===== src/rtl/cla_pkg.sv =====
// rtl/cla_pkg.sv - shared types and constants for the nibble-serial CLA adder
// Purpose: state encoding, slice width and index-width helper used by
//          cla_chain_sequencer and cla4_slice.
package cla_pkg;

    localparam int SLICE_W = 4;

    typedef enum logic [1:0] {
        IDLE = 2'd0,
        RUN  = 2'd1,
        DONE = 2'd2
    } state_t;

    // Width of the nibble index; never narrower than one bit so WIDTH=4 still
    // gets a legal register.
    function automatic int nib_w(input int nib);
        return (nib > 1) ? $clog2(nib) : 1;
    endfunction

endpackage


===== src/rtl/cla4_slice.sv =====
// rtl/cla4_slice.sv - 4-bit combinational carry-lookahead adder slice
// Purpose: one nibble of a + b + cin using generate/propagate terms and flat
//          lookahead carries (no internal ripple).
// Ports:
//   a[3:0], b[3:0]  nibble operands
//   cin             carry into bit 0
//   s[3:0]          nibble sum
//   cout            carry out of bit 3
module cla4_slice (
    input  logic [3:0] a,
    input  logic [3:0] b,
    input  logic       cin,
    output logic [3:0] s,
    output logic       cout
);

    logic [3:0] w_g;
    logic [3:0] w_p;
    logic [3:0] w_c;

    assign w_g = a & b;
    assign w_p = a ^ b;

    // Each carry is a two-level sum of products over g/p and cin.
    assign w_c[0] = cin;
    assign w_c[1] = w_g[0] | (w_p[0] & cin);
    assign w_c[2] = w_g[1] | (w_p[1] & w_g[0]) | (w_p[1] & w_p[0] & cin);
    assign w_c[3] = w_g[2] | (w_p[2] & w_g[1]) | (w_p[2] & w_p[1] & w_g[0])
                  | (w_p[2] & w_p[1] & w_p[0] & cin);
    assign cout   = w_g[3] | (w_p[3] & w_g[2]) | (w_p[3] & w_p[2] & w_g[1])
                  | (w_p[3] & w_p[2] & w_p[1] & w_g[0])
                  | (w_p[3] & w_p[2] & w_p[1] & w_p[0] & cin);

    assign s = w_p ^ w_c;

endmodule


===== src/rtl/cla_chain_sequencer.sv =====
// rtl/cla_chain_sequencer.sv - multi-cycle WIDTH-bit adder over one shared 4-bit CLA slice
// Purpose: accepts an add request, processes one nibble per cycle LSB first
//          through a single cla4_slice, carrying between nibbles in a 1-bit
//          register, and presents {cout, sum} with a valid/ready handshake.
// Ports:
//   clk, rst            clock, synchronous active-high reset
//   in_valid/in_ready   request handshake; a, b, cin sampled on accept
//   out_valid/out_ready result handshake; sum, cout held while out_valid
//   busy                high from accept until the result is taken
// WIDTH must be a multiple of 4 and at least 4.
module cla_chain_sequencer
    import cla_pkg::*;
#(
    parameter int WIDTH = 16
) (
    input  logic             clk,
    input  logic             rst,
    input  logic             in_valid,
    output logic             in_ready,
    input  logic [WIDTH-1:0] a,
    input  logic [WIDTH-1:0] b,
    input  logic             cin,
    output logic             out_valid,
    input  logic             out_ready,
    output logic [WIDTH-1:0] sum,
    output logic             cout,
    output logic             busy
);

    localparam int NIB   = WIDTH / SLICE_W;
    localparam int NIB_W = nib_w(NIB);
    localparam logic [NIB_W-1:0] LAST_IDX = NIB_W'(NIB - 1);

    state_t           r_state;
    logic [WIDTH-1:0] r_a;
    logic [WIDTH-1:0] r_b;
    logic [WIDTH-1:0] r_sum;
    logic [NIB_W-1:0] r_idx;
    logic             r_carry;
    logic             r_cout;
    logic             r_in_ready;
    logic             r_out_valid;
    logic             r_busy;

    logic [3:0]       w_nib_a;
    logic [3:0]       w_nib_b;
    logic [3:0]       w_nib_s;
    logic             w_nib_cout;

    // Current nibble picked straight out of the operand registers.
    assign w_nib_a = r_a[r_idx*SLICE_W +: SLICE_W];
    assign w_nib_b = r_b[r_idx*SLICE_W +: SLICE_W];

    cla4_slice u_slice (
        .a    (w_nib_a),
        .b    (w_nib_b),
        .cin  (r_carry),
        .s    (w_nib_s),
        .cout (w_nib_cout)
    );

    always_ff @(posedge clk) begin
        if (rst) begin
            r_state     <= IDLE;
            r_in_ready  <= 1'b1;
            r_out_valid <= 1'b0;
            r_sum       <= '0;
            r_cout      <= 1'b0;
            r_busy      <= 1'b0;
            r_idx       <= '0;
            r_carry     <= 1'b0;
        end else begin
            case (r_state)
                IDLE: begin
                    if (in_valid && r_in_ready) begin
                        r_a        <= a;
                        r_b        <= b;
                        r_carry    <= cin;
                        r_idx      <= '0;
                        r_in_ready <= 1'b0;
                        r_busy     <= 1'b1;
                        r_state    <= RUN;
                    end
                end
                RUN: begin
                    r_sum[r_idx*SLICE_W +: SLICE_W] <= w_nib_s;
                    r_carry <= w_nib_cout;
                    if (r_idx == LAST_IDX) begin
                        r_cout      <= w_nib_cout;
                        r_out_valid <= 1'b1;
                        r_state     <= DONE;
                    end else begin
                        r_idx <= r_idx + 1'b1;
                    end
                end
                DONE: begin
                    // in_ready returns only after the result has left, so a
                    // request waiting here is taken on the following edge.
                    if (out_ready) begin
                        r_out_valid <= 1'b0;
                        r_in_ready  <= 1'b1;
                        r_busy      <= 1'b0;
                        r_state     <= IDLE;
                    end
                end
                default: r_state <= IDLE;
            endcase
        end
    end

    assign in_ready  = r_in_ready;
    assign out_valid = r_out_valid;
    assign sum       = r_sum;
    assign cout      = r_cout;
    assign busy      = r_busy;

endmodule


===== config.mk =====
export PLATFORM = sky130hd
export DESIGN_NAME = cla_chain_sequencer
export DESIGN_NICKNAME = d
export VERILOG_FILES = /design/src/rtl/cla_pkg.sv /design/src/rtl/cla4_slice.sv /design/src/rtl/cla_chain_sequencer.sv
export SDC_FILE = /design/constraint.sdc
export NUM_CORES = 1
export LEC_CHECK = 0
export CELL_PAD_IN_SITES_DETAIL_PLACEMENT = 1
export CELL_PAD_IN_SITES_GLOBAL_PLACEMENT = 2
export CORE_MARGIN = 2
export CORE_UTILIZATION = 36
export CTS_CLUSTER_DIAMETER = 60
export DETAILED_ROUTE_END_ITERATION = 7
export GPL_TIMING_DRIVEN = 0
export PLACE_DENSITY = 0.84
export SLEW_MARGIN = 20
export SYNTH_ARGS = -nofsm -noshare
export SYNTH_HDL_FRONTEND = slang
export SYNTH_SLANG_ARGS = --single-unit

===== constraint.sdc =====
create_clock -name clk -period 5.7 [get_ports clk]
set_clock_uncertainty 0.2 [all_clocks]
set_input_delay 1.425 -clock clk [delete_from_list [all_inputs] [get_ports clk]]
set_output_delay 1.425 -clock clk [all_outputs]
set_load 0.01 [all_outputs]

==> results of run 1 <==
-- worst register-to-register path, cell delays in order, from the launching register on --
cell,delay (ps)
dfxtp_1,610
buf_4,310
mux4_2,530
ha_1,370
a21o_1,140
a31oi_2,50
xnor2_1,570
o21ai_1,150
-- cell usage in the layout, fill, tap and decap left out, types with 7 or more instances in the layout --
master and count:
inv_1 7, dfxtp_1 25, edfxtp_1 32, a22oi_1 10, clkbuf_8 9, clkdlybuf4s50_1 55
nor2_1 22, nand2_1 9, ha_1 10
-- sequential cells by signal, indices dropped and copies added, names as in the netlist --
register and count:
in_ready 1, cout 1, r_b 16, r_state 2
busy 1, r_idx 2, r_a 16, sum 16
out_valid 1, r_carry 1
-- where the power goes --
part           internal [uW]  switching (uW)  total, uW
combinational           69.7            70.9        141
clock                    155             161        316
sequential               452            9.28        461
-- worst max-delay path by stage --
stage / end / cells past startpoint
2_1_floorplan: r_a[0] / 3
6_report: r_a[9] / 5
3_5_place_dp: r_b[8] / 5
3_3_place_gp: r_b[4] / 4
5_1_grt: r_a[13] / 5
4_1_cts: r_b[13] / 5
-- area by class of cell --
type                       instances  share of cell area [%]
multi-input combinational        106                    28.0
sequential                        57                    44.4
clock inverter                     6                    1.10
tap                               80                    3.04
buffer                             7                    1.14
clock buffer                      10                    3.88
timing repair buffer              56                    17.6
inverter                           8                   0.912
-- per-layer routing --
metal	vias up	part of all wire [%]	GRT usage, %
met5	-	0	0
met4	0	1.1	4.69
met3	6	4.7	5.14
met2	47	48	24.5
met1	795	46	19.7
li1	802	-	-
-- metrics by stage --
step           setup WS [ps]  cells
6_report                2550    330
5_1_grt                 2480    330
4_1_cts                 2550    330
3_5_place_dp            2200    314
3_3_place_gp             908    313
2_1_floorplan           1850    178
-- logic make-up (layout without fill, tap and decap cells) --
logic type,after synthesis,count (layout)
buffers and inverters,15,87
adder cells (fa/ha/maj),11,11
flip-flops,57,57
multiplexers,8,8
AND/OR/NAND/NOR,51,51
AO/OA/AOI/OAI,34,34
XOR/XNOR,2,2
==> impl_metrics.env, run 1 <==
export IMPL_wl_microns=5140
export IMPL_ctsHoldBuffers=0
export IMPL_synth_top_area_cell="edfxtp_1"
export IMPL_vias=1650
export IMPL_area_growth_syn_to_layout_pct=34.8
export IMPL_grt_pass1_wl_microns=8670
export IMPL_fp_row_count=30
export IMPL_start_kind="input pin"
export IMPL_ys_seq_elements=57
export IMPL_worst_setup_path_type="in2reg"
export IMPL_nets=293
export IMPL_cts_setup_buffers=0
export IMPL_fin_crit_sh_pct=55.2
export IMPL_critPathTopFamily="simple AND/OR/NAND/NOR gates"
export IMPL_synth_compound_area_share_pct=10.6
export IMPL_netlist_area_sq_um=2440
export IMPL_detail_route_wl_per_cell_microns=15.6
export IMPL_clkLatencyLatePin_ps=330
export IMPL_maxCapViolCount=0
export IMPL_dieArea_sq_um=7460
export IMPL_drtIter0Drc=57
export IMPL_die_h_microns=86.4
export IMPL_cp_cell_sequence="clkdlybuf4s50_1, nand2b_1, or3b_1, nor2_4, buf_16"
export IMPL_clk_path_buf_depth=2
export IMPL_maxSlewHeadroom_pct=53.9
export IMPL_slowest_delay_ps=500
export IMPL_globalRouteOverflowTotal=0
export IMPL_cts_clk_slew_worst_paths_ps=70
export IMPL_grt_start_max_net_pins=25
export IMPL_rrSetupSlack_ps=2630
export IMPL_pwr_density_cell_nw_per_um2=279
export IMPL_maxSlewViolCount=0
export IMPL_finalSetupViolCount=0
export IMPL_synthSimpleGateAreaFrac_pct=12.4
export IMPL_gp_congestion=0.735
export IMPL_rr_endpoint="sum[7]"
export IMPL_grt_usage_pct=15.3
export IMPL_synth_ff_type="edfxtp_1"
export IMPL_drtPass1Iterations=4
export IMPL_multi_input_area_sq_um=921
export IMPL_viasPerCell=5.00
export IMPL_critPathArrivalTime_ps=2980
export IMPL_cts_tree="yes"
export IMPL_synth_top_family_by_area="simple AND/OR/NAND/NOR gates"
export IMPL_hold_class="reg2reg"
export IMPL_whs_path_depth=2
export IMPL_leakage_uw=0.00116
export IMPL_synthAdderAreaFrac_pct=5.94
export IMPL_cts_resized_gates=0
export IMPL_end_kind="register"
export IMPL_worstPathMaxFanout=24
export IMPL_clock_root_buffer="clkbuf_8"
export IMPL_yosysMostFrequentCell="edfxtp_1"
export IMPL_layout_drive_gt1_share_pct=14.4
export IMPL_cts_made_buffers=9
export IMPL_synth_xor_area_share_pct=0.717
export IMPL_fmax_ghz=0.318
export IMPL_synth_fp_nets=226
export IMPL_ys_top_cells_by_count="edfxtp_1, dfxtp_1, nor2_1"
export IMPL_cp_required_ps=5530
export IMPL_hold_violations=0
export IMPL_tightest_slew_ps=686
export IMPL_cts_max_level=3
export IMPL_ant_nets=0
export IMPL_final_core_util_pct=49.3
export IMPL_stdcell_area_sq_um=3290
export IMPL_hold_worst_slack_ps=265
export IMPL_antenna_found_initial=0
export IMPL_core_sq_um=6680
export IMPL_rr_startpoint="r_idx[0]"
export IMPL_die_x_microns=86.4
export IMPL_vdd_drop_max_mv=0.122
export IMPL_cts_sinks=57
export IMPL_synthTopCellsByArea="edfxtp_1, dfxtp_1, mux4_2"
export IMPL_synth_edff_count=32
export IMPL_rsz0062_at_grt="no"
export IMPL_insertedDiodeCount=0
export IMPL_critical_path_buf_inv_count=2
export IMPL_synthCells=178
export IMPL_yosys_warnings=0
export IMPL_min_from="sum[11]"
export IMPL_ys_seq_area_share_pct=59.8
export IMPL_syn_mean_instance_area_sq_um=13.7
export IMPL_grt_pass1_vias=1728
export IMPL_reg2reg_depth=7
export IMPL_holdPathEnd="sum[11]"
export IMPL_period_minus_slack_ps=3150
export IMPL_p_total_uw=918
export IMPL_status="complete, no violations"
export IMPL_start_util_pct=36.6
export IMPL_io_pins=57
export IMPL_dpl_hpwl_microns=3850
export IMPL_tns_ps=0
export IMPL_fillCellCount=697
export IMPL_synth_mux_area_share_pct=7.68
export IMPL_place_area_sq_um=3130
export IMPL_cp_slowest_cell="clkdlybuf4s50_1"
export IMPL_post_route_drc_count=0
export IMPL_startpoint="in_valid"
export IMPL_regArea_sq_um=1460
export IMPL_io_buffers=55
export IMPL_synth_cell_type_count=42
export IMPL_synth_top_area_share_pct=39.3
export IMPL_synth_async_reset_ratio_pct=0
No activity file was read; power rests on OpenSTA's default activity.
==> run 2, diff against run 1 <==
--- a/config.mk
+++ b/config.mk
@@ -8,11 +8,11 @@
 export CELL_PAD_IN_SITES_DETAIL_PLACEMENT = 1
 export CELL_PAD_IN_SITES_GLOBAL_PLACEMENT = 2
 export CORE_MARGIN = 2
-export CORE_UTILIZATION = 36
+export CORE_UTILIZATION = 33
 export CTS_CLUSTER_DIAMETER = 60
 export DETAILED_ROUTE_END_ITERATION = 7
 export GPL_TIMING_DRIVEN = 0
-export PLACE_DENSITY = 0.84
+export PLACE_DENSITY = 0.77
 export SLEW_MARGIN = 20
 export SYNTH_ARGS = -nofsm -noshare
 export SYNTH_HDL_FRONTEND = slang
==> constraint.sdc (replaced) <==
create_clock -name clk -period 3.3 [get_ports clk]
set_clock_uncertainty 0.2 [all_clocks]
set_input_delay 0.825 -clock clk [delete_from_list [all_inputs] [get_ports clk]]
set_output_delay 0.825 -clock clk [all_outputs]
set_load 0.01 [all_outputs]
==> impl_metrics.env, run 2 (synthesized netlist as in run 1, its figures left out) <==
export IMPL_swShare_pct=24.1
export IMPL_cts_max_level=3
export IMPL_hold_class="reg2reg"
export IMPL_die_x_microns=90.0
export IMPL_dpl_hpwl_microns=3820
export IMPL_finalSetupViolCount=0
export IMPL_maxSlewViolCount=0
export IMPL_pwr_share_clk_pct=37.7
export IMPL_die_h_microns=90.0
export IMPL_io_buffers=55
export IMPL_rr_endpoint="sum[7]"
export IMPL_dieArea_sq_um=8110
export IMPL_holdPathEnd="sum[11]"
export IMPL_cts_tree="yes"
export IMPL_final_common_cell="clkdlybuf4s50_1"
export IMPL_cp_slowest_cell="xnor2_1"
export IMPL_power_switching_uw=401
export IMPL_worst_setup_path_type="reg2reg"
export IMPL_grt_usage_pct=14.1
export IMPL_core_sq_um=7210
export IMPL_ctsHoldBuffers=0
export IMPL_cts_sinks=57
export IMPL_viasPerCell=4.73
export IMPL_mostFrequentLayoutCells="clkdlybuf4s50_1, edfxtp_1, dfxtp_1"
export IMPL_clock_root_buffer="clkbuf_8"
export IMPL_clk_path_buf_depth=2
export IMPL_leakage_uw=0.00117
export IMPL_grt_pass1_wl_microns=8890
export IMPL_drtPass1Iterations=4
export IMPL_grt_start_max_net_pins=29
export IMPL_cp_cell_sequence="buf_4, mux4_2, ha_1, a21o_1, a31oi_2, xnor2_1, o21ai_1"
export IMPL_rrSetupSlack_ps=190
export IMPL_io_pins=57
export IMPL_globalRouteOverflowTotal=0
export IMPL_wl_microns=5100
export IMPL_status="complete, no violations"
export IMPL_fmax_ghz=0.322
export IMPL_end_kind="register"
export IMPL_fp_row_count=31
export IMPL_slowest_delay_ps=600
export IMPL_critPathArrivalTime_ps=3090
export IMPL_hold_worst_slack_ps=265
export IMPL_cp_required_ps=3280
export IMPL_hold_violations=0
export IMPL_start_kind="register"
export IMPL_clkLatencyLatePin_ps=320
export IMPL_maxSlewHeadroom_pct=51.2
export IMPL_reg2reg_depth=7
export IMPL_pwr_density_cell_nw_per_um2=500
export IMPL_area_growth_syn_to_layout_pct=36.5
export IMPL_whs_path_depth=2
export IMPL_worstPathMaxFanout=10
export IMPL_p_seq_share_pct=47.9
export IMPL_gp_congestion=0.698
export IMPL_fin_crit_sh_pct=94.1
export IMPL_maxCapViolCount=0
export IMPL_start_util_pct=33.9
export IMPL_p_total_uw=1670
export IMPL_min_from="sum[11]"
export IMPL_vdd_drop_max_mv=0.273
export IMPL_rsz0062_at_grt="no"
export IMPL_p_int_uw=1270
export IMPL_cts_clk_slew_worst_paths_ps=60
export IMPL_cts_made_buffers=9
export IMPL_nets=293
export IMPL_cts_resized_gates=0
export IMPL_ant_nets=0
export IMPL_rr_startpoint="r_idx[0]"
export IMPL_antenna_found_initial=0
export IMPL_insertedDiodeCount=0
export IMPL_p_comb_share_pct=14.5
export IMPL_period_minus_slack_ps=3110
export IMPL_detail_route_wl_per_cell_microns=14.6
export IMPL_drtIter0Drc=52
export IMPL_fillCellCount=743
export IMPL_layout_drive_gt1_share_pct=13.6
export IMPL_cts_setup_buffers=0
export IMPL_grt_pass1_vias=1782
export IMPL_vias=1650
export IMPL_post_route_drc_count=0
export IMPL_tightest_slew_ps=727
## run 2: cell types whose count changed in the layout (fill, tap and decap cells not counted), sizes merged
cell | previous run | this run
bufinv | 0 | 1
clkbuf | 12 | 14
clkinv | 5 | 3
clkinvlp | 1 | 0
## run 2: layout make-up
class                      count  area [sq um]  area share, %
buffer                         7          37.5           1.13
clock inverter                 4          43.8           1.31
clock buffer                  12           145           4.35
timing repair buffer          56           571           17.1
sequential                    57          1460           43.8
inverter                       8          30.0          0.901
multi-input combinational    106           921           27.6
tap                           99           124           3.72
## run 2: power groups by stage
stage | clock network (uW) | logic (uW) | registers, uW
6_report | 628 | 241 | 798
5_1_grt | 688 | 264 | 801
4_1_cts | 656 | 245 | 798
3_5_place_dp | 0 | 245 | 814
3_3_place_gp | 0 | 235 | 813
2_1_floorplan | 0 | 137 | 812
## run 2: critical path, delay by kind of cell, from the launching register on
kind | cells | cell delay [ps]
buf+inv | 1 | 300
compound gates | 3 | 350
mux | 1 | 540
fa+ha+maj | 1 | 380
flops | 1 | 590
xor+xnor | 1 | 600
## run 2: how the worst max path moves through the flow
stage	from	endpoint	slack, ps
CTS	r_idx[0]	sum[7]	150
finish	r_idx[0]	sum[7]	190
global placement	in_valid	r_b[4]	-960
detailed placement	r_idx[0]	sum[7]	170
global route	r_idx[0]	sum[11]	40
floorplan	in_valid	r_a[0]	50
## run 2: through the flow
step / cells / setup TNS (ps) / utilization (%) / instance area, sq um / setup slack (ps)
after floorplan: 178 / 0 / - / 2440 / 47.5
after global placement: 332 / -30630 / 43.2 / 3120 / -959
after detailed placement: 333 / 0 / 43.6 / 3140 / 167
after CTS: 349 / 0 / 46.2 / 3330 / 152
after global routing: 349 / 0 / 46.2 / 3330 / 40.4
final: 349 / 0 / 46.2 / 3330 / 194
## run 2: routing by layer
layer / vias up / share of wire (%) / GRT usage, %
li1: 802 / - / -
met1: 799 / 45 / 18.0
met2: 47 / 49 / 22.6
met4: 0 / 0.53 / 5.00
met3: 2 / 5.2 / 4.53
met5: - / 0 / 0
==> run 3, diff against run 2 <==
--- a/config.mk
+++ b/config.mk
@@ -8,11 +8,11 @@
 export CELL_PAD_IN_SITES_DETAIL_PLACEMENT = 1
 export CELL_PAD_IN_SITES_GLOBAL_PLACEMENT = 2
 export CORE_MARGIN = 2
-export CORE_UTILIZATION = 33
+export CORE_UTILIZATION = 30
 export CTS_CLUSTER_DIAMETER = 60
 export DETAILED_ROUTE_END_ITERATION = 7
 export GPL_TIMING_DRIVEN = 0
-export PLACE_DENSITY = 0.77
+export PLACE_DENSITY = 0.71
 export SLEW_MARGIN = 20
 export SYNTH_ARGS = -nofsm -noshare
 export SYNTH_HDL_FRONTEND = slang
==> impl_metrics.env, run 3 (synthesized netlist as in run 1, its figures left out) <==
export IMPL_drtIter0Drc=51
export IMPL_cts_max_level=3
export IMPL_dpl_hpwl_microns=3960
export IMPL_nets=293
export IMPL_post_route_drc_count=0
export IMPL_hold_violations=0
export IMPL_grt_usage_pct=13.2
export IMPL_detail_route_wl_per_cell_microns=15.1
export IMPL_start_util_pct=31.3
export IMPL_maxSlewViolCount=0
export IMPL_clk_path_buf_depth=2
export IMPL_io_pins=57
export IMPL_wl_microns=5320
export IMPL_insertedDiodeCount=0
export IMPL_drtPass1Iterations=4
export IMPL_fin_crit_sh_pct=91.3
export IMPL_p_comb_share_pct=14.7
export IMPL_core_sq_um=7810
export IMPL_mostFrequentLayoutCells="clkdlybuf4s50_1, edfxtp_1, dfxtp_1"
export IMPL_start_kind="register"
export IMPL_cts_clk_slew_worst_paths_ps=60
export IMPL_status="complete, no violations"
export IMPL_p_int_uw=1240
export IMPL_p_total_uw=1660
export IMPL_p_seq_share_pct=48.1
export IMPL_period_minus_slack_ps=3010
export IMPL_pwr_density_cell_nw_per_um2=496
export IMPL_maxSlewHeadroom_pct=55.0
export IMPL_vias=1640
export IMPL_worst_setup_path_type="reg2reg"
export IMPL_grt_pass1_wl_microns=8720
export IMPL_hold_class="reg2reg"
export IMPL_cts_tree="yes"
export IMPL_gp_congestion=0.735
export IMPL_power_switching_uw=414
export IMPL_cts_resized_gates=0
export IMPL_cts_setup_buffers=0
export IMPL_vdd_drop_max_mv=0.320
export IMPL_pwr_share_clk_pct=37.3
export IMPL_dieArea_sq_um=8880
export IMPL_die_h_microns=94.2
export IMPL_cts_sinks=57
export IMPL_fp_row_count=32
export IMPL_grt_pass1_vias=1725
export IMPL_tightest_slew_ps=670
export IMPL_viasPerCell=4.66
export IMPL_ctsHoldBuffers=0
export IMPL_final_core_util_pct=42.8
export IMPL_cp_required_ps=3290
export IMPL_io_buffers=55
export IMPL_maxCapViolCount=0
export IMPL_clock_root_buffer="clkbuf_8"
export IMPL_grt_start_max_net_pins=26
export IMPL_critPathArrivalTime_ps=3010
export IMPL_end_kind="register"
export IMPL_die_x_microns=94.2
export IMPL_ant_nets=0
export IMPL_rsz0062_at_grt="no"
export IMPL_final_common_cell="clkdlybuf4s50_1"
export IMPL_finalSetupViolCount=0
export IMPL_area_growth_syn_to_layout_pct=36.8
export IMPL_clkLatencyLatePin_ps=330
export IMPL_globalRouteOverflowTotal=0
export IMPL_antenna_found_initial=0
export IMPL_swShare_pct=25.0
export IMPL_fmax_ghz=0.332
export IMPL_leakage_uw=0.00116
export IMPL_cts_made_buffers=9
export IMPL_worstPathMaxFanout=10
export IMPL_layout_drive_gt1_share_pct=14.0
-- run 3: per-stage QoR --
stage          instances  setup WS (ps)  instance area, sq um  TNS [ps]  hold WS, ps
2_1_floorplan        178           47.5                  2440         0          281
3_3_place_gp         335           -991                  3120    -31660          256
3_5_place_dp         336            196                  3160         0          258
4_1_cts              352            188                  3340         0          266
5_1_grt              352           96.4                  3340         0          296
6_report             352            287                  3340         0          261
-- run 3: routing by layer --
layer / GRT usage, % / vias up / part of all wire [%]
met5: 0 / - / 0
met4: 4.71 / 0 / 1.3
met3: 4.57 / 10 / 5.8
met2: 21.0 / 53 / 49
met1: 16.8 / 772 / 44
li1: - / 805 / -
-- run 3: final cells by class --
type | count | area (sq um)
Tap cell | 102 | 128
Inverter | 8 | 30.0
Sequential cell | 57 | 1460
Multi-Input combinational cell | 106 | 921
Clock inverter | 6 | 58.8
Buffer | 7 | 37.5
Fill cell | 817 | 4470
Timing Repair Buffer | 56 | 578
Clock buffer | 10 | 128
-- run 3: path summary, 6_finish.rpt --
path,from,endpoint,slack [ps],depth (start not counted)
setup / recovery,r_idx[0],sum[11],290,7
hold reg to reg,sum[7],sum[7],260,2
hold / removal,sum[7],sum[7],260,2
setup reg to reg,r_idx[0],sum[11],290,7
-- run 3: power by group through the flow --
stage	registers [uW]	clock network (uW)	logic, uW
after global placement	814	0	239
after global routing	800	675	267
after CTS	798	641	248
final	797	619	243
after floorplan	812	0	137
after detailed placement	813	0	248
-- run 3: critical path: stages (launching register included) --
cell,delay (ps)
dfxtp_1,590
buf_4,300
mux4_2,530
ha_1,360
a21o_1,140
a31oi_2,50
xnor2_1,560
o21ai_1,140
==> RTL change (settings of run 2) <==
`WIDTH`: 16 -> 32.
--- a/src/rtl/cla_chain_sequencer.sv
+++ b/src/rtl/cla_chain_sequencer.sv
@@ -13,3 +13,3 @@
 #(
-    parameter int WIDTH = 16
+    parameter int WIDTH = 32
 ) (
Interface: changed (resized a, b and sum); port bits go from 57 to 105. The function was not compared with the original's and may differ.
==> RTL change against run 2 <==
Design area rose by 82%. Area after synthesis rose by 81%. Die area increased by 76%. Hold slack improved by 0.0019 ns. Setup slack got worse by 0.0042 ns. Power up 82%. Sequential cell count is 49 higher. Routed wire length is 110% higher. Critical path type unchanged.
==> RTL change: results (changes against run 2) <==
[run_status]
status=finished, final reports clean  ; unchanged

[synthesis]
netlist_top_cells_count=edfxtp_1 (64), dfxtp_1 (42), nand2_1 (37), nor2_1 (32), mux4_2 (16)  ; was edfxtp_1 (32), dfxtp_1 (25), nor2_1 (23), a22oi_1 (10), ha_1 (10)
yosysSeqAreaShare_pct=62.7  ; was 59.8%
synth_nets=406  ; was 226
ys_types=48  ; was 42
synth_edf_count=64  ; was 32
ys_top_cells_by_area=edfxtp_1 (44%), dfxtp_1 (19%), mux4_2 (8.2%)  ; was edfxtp_1 (39%), dfxtp_1 (20%), mux4_2 (5.5%)

[place]
io_buffers=104  ; was 55
dp_hpwl_mm=7.98  ; was 3.82 mm
gp_congestion=0.765  ; was 0.698
dp_slack_ns=-0.142  ; was 0.167 ns

[global_route]
track_usage_pct=15.9  ; was 14.1%
grt_pass1_wl_mm=17.2  ; was 8.89 mm

[clock_network]
insertion_delay_ns=0.35  ; was 0.32 ns
clock-root-buffer=clkbuf_16  ; was clkbuf_8
htree_levels=3  ; unchanged
cts-resized-gates=3  ; was 0

[cells_and_area]
fin_nets=523  ; was 293
nFillCells=1384  ; was 743

[timing]
worst_pin_slew_ns=0.659  ; was 0.727 ns

[route]
viasPerCell=4.79  ; was 4.73
wl_per_cell_um=17.0  ; was 14.6 um
drt_iter0_markers=109  ; was 52

[power]
p_int_mw=2.34  ; was 1.27 mW
p_leak_nw=2.12  ; was 1.17 nW
irDropWorstVdd_v=0.000298  ; was 0.000273 V

RTL change: layout make-up:
class / count / area (um2) / area share, %
Buffer: 13 / 73.8 / 1.21
Clock buffer: 11 / 243 / 4.00
Clock inverter: 5 / 86.3 / 1.42
Inverter: 12 / 48.8 / 0.803
Multi-Input combinational cell: 193 / 1550 / 25.5
Sequential cell: 106 / 2770 / 45.5
Tap cell: 176 / 220 / 3.62
Timing Repair Buffer: 106 / 1090 / 17.9
RTL change: path summary, 6_finish.rpt:
check        slack [ns]      end     start  cells past startpoint
max                0.19  sum[31]  r_idx[0]                      9
min                0.27   sum[1]    sum[1]                      2
max reg2reg        0.19  sum[31]  r_idx[0]                      9
min reg2reg        0.27   sum[1]    sum[1]                      2
RTL change: worst max-delay path, stage by stage, from the launching register on:
cell and delay (ns):
dfxtp_2 0.44, buf_4 0.26, mux4_2 0.51, nand2_1 0.11, nand2_1 0.12, ha_1 0.35
a211o_1 0.30, a311o_1 0.36, nand3_2 0.19, o32ai_1 0.11
RTL change: routing by layer:
metal / up-vias / global-route usage, % / wire (um) / share of wire (%)
li1: 1431 / - / - / -
met1: 1451 / 18.8 / 4450 / 42
met2: 88 / 27.9 / 5370 / 51
met3: 11 / 3.80 / 587 / 5.6
met4: 0 / 5.96 / 148 / 1.4
met5: - / 0 / 0 / 0
RTL change: logic make-up after synthesis:
logic type                 Yosys count  share of synthesized area, %
AOI/OAI and AO/OA                   38                          6.02
xor gates and xnor gates             1                         0.199
adders and majority gates           13                          3.86
buffers and inverters               25                          2.53
DFF                                106                          62.7
muxes                               30                          11.4
and+or+nand+nor                    111                          13.4
RTL change: power groups by stage:
stage / combinational (mW) / clock [mW] / sequential [mW]
floorplan: 0.194 / 0 / 1.50
global placement: 0.359 / 0 / 1.50
detailed placement: 0.374 / 0 / 1.51
CTS: 0.380 / 1.21 / 1.47
global route: 0.410 / 1.26 / 1.48
finish: 0.372 / 1.18 / 1.47
RTL change: per-stage QoR:
stage	hold WS (ns)	cell area, um2	cells
after global placement	0.254	5680	604
after global routing	0.289	6080	622
after CTS	0.268	6070	622
final	0.266	6080	622
after detailed placement	0.259	5730	606
after floorplan	0.276	4420	324
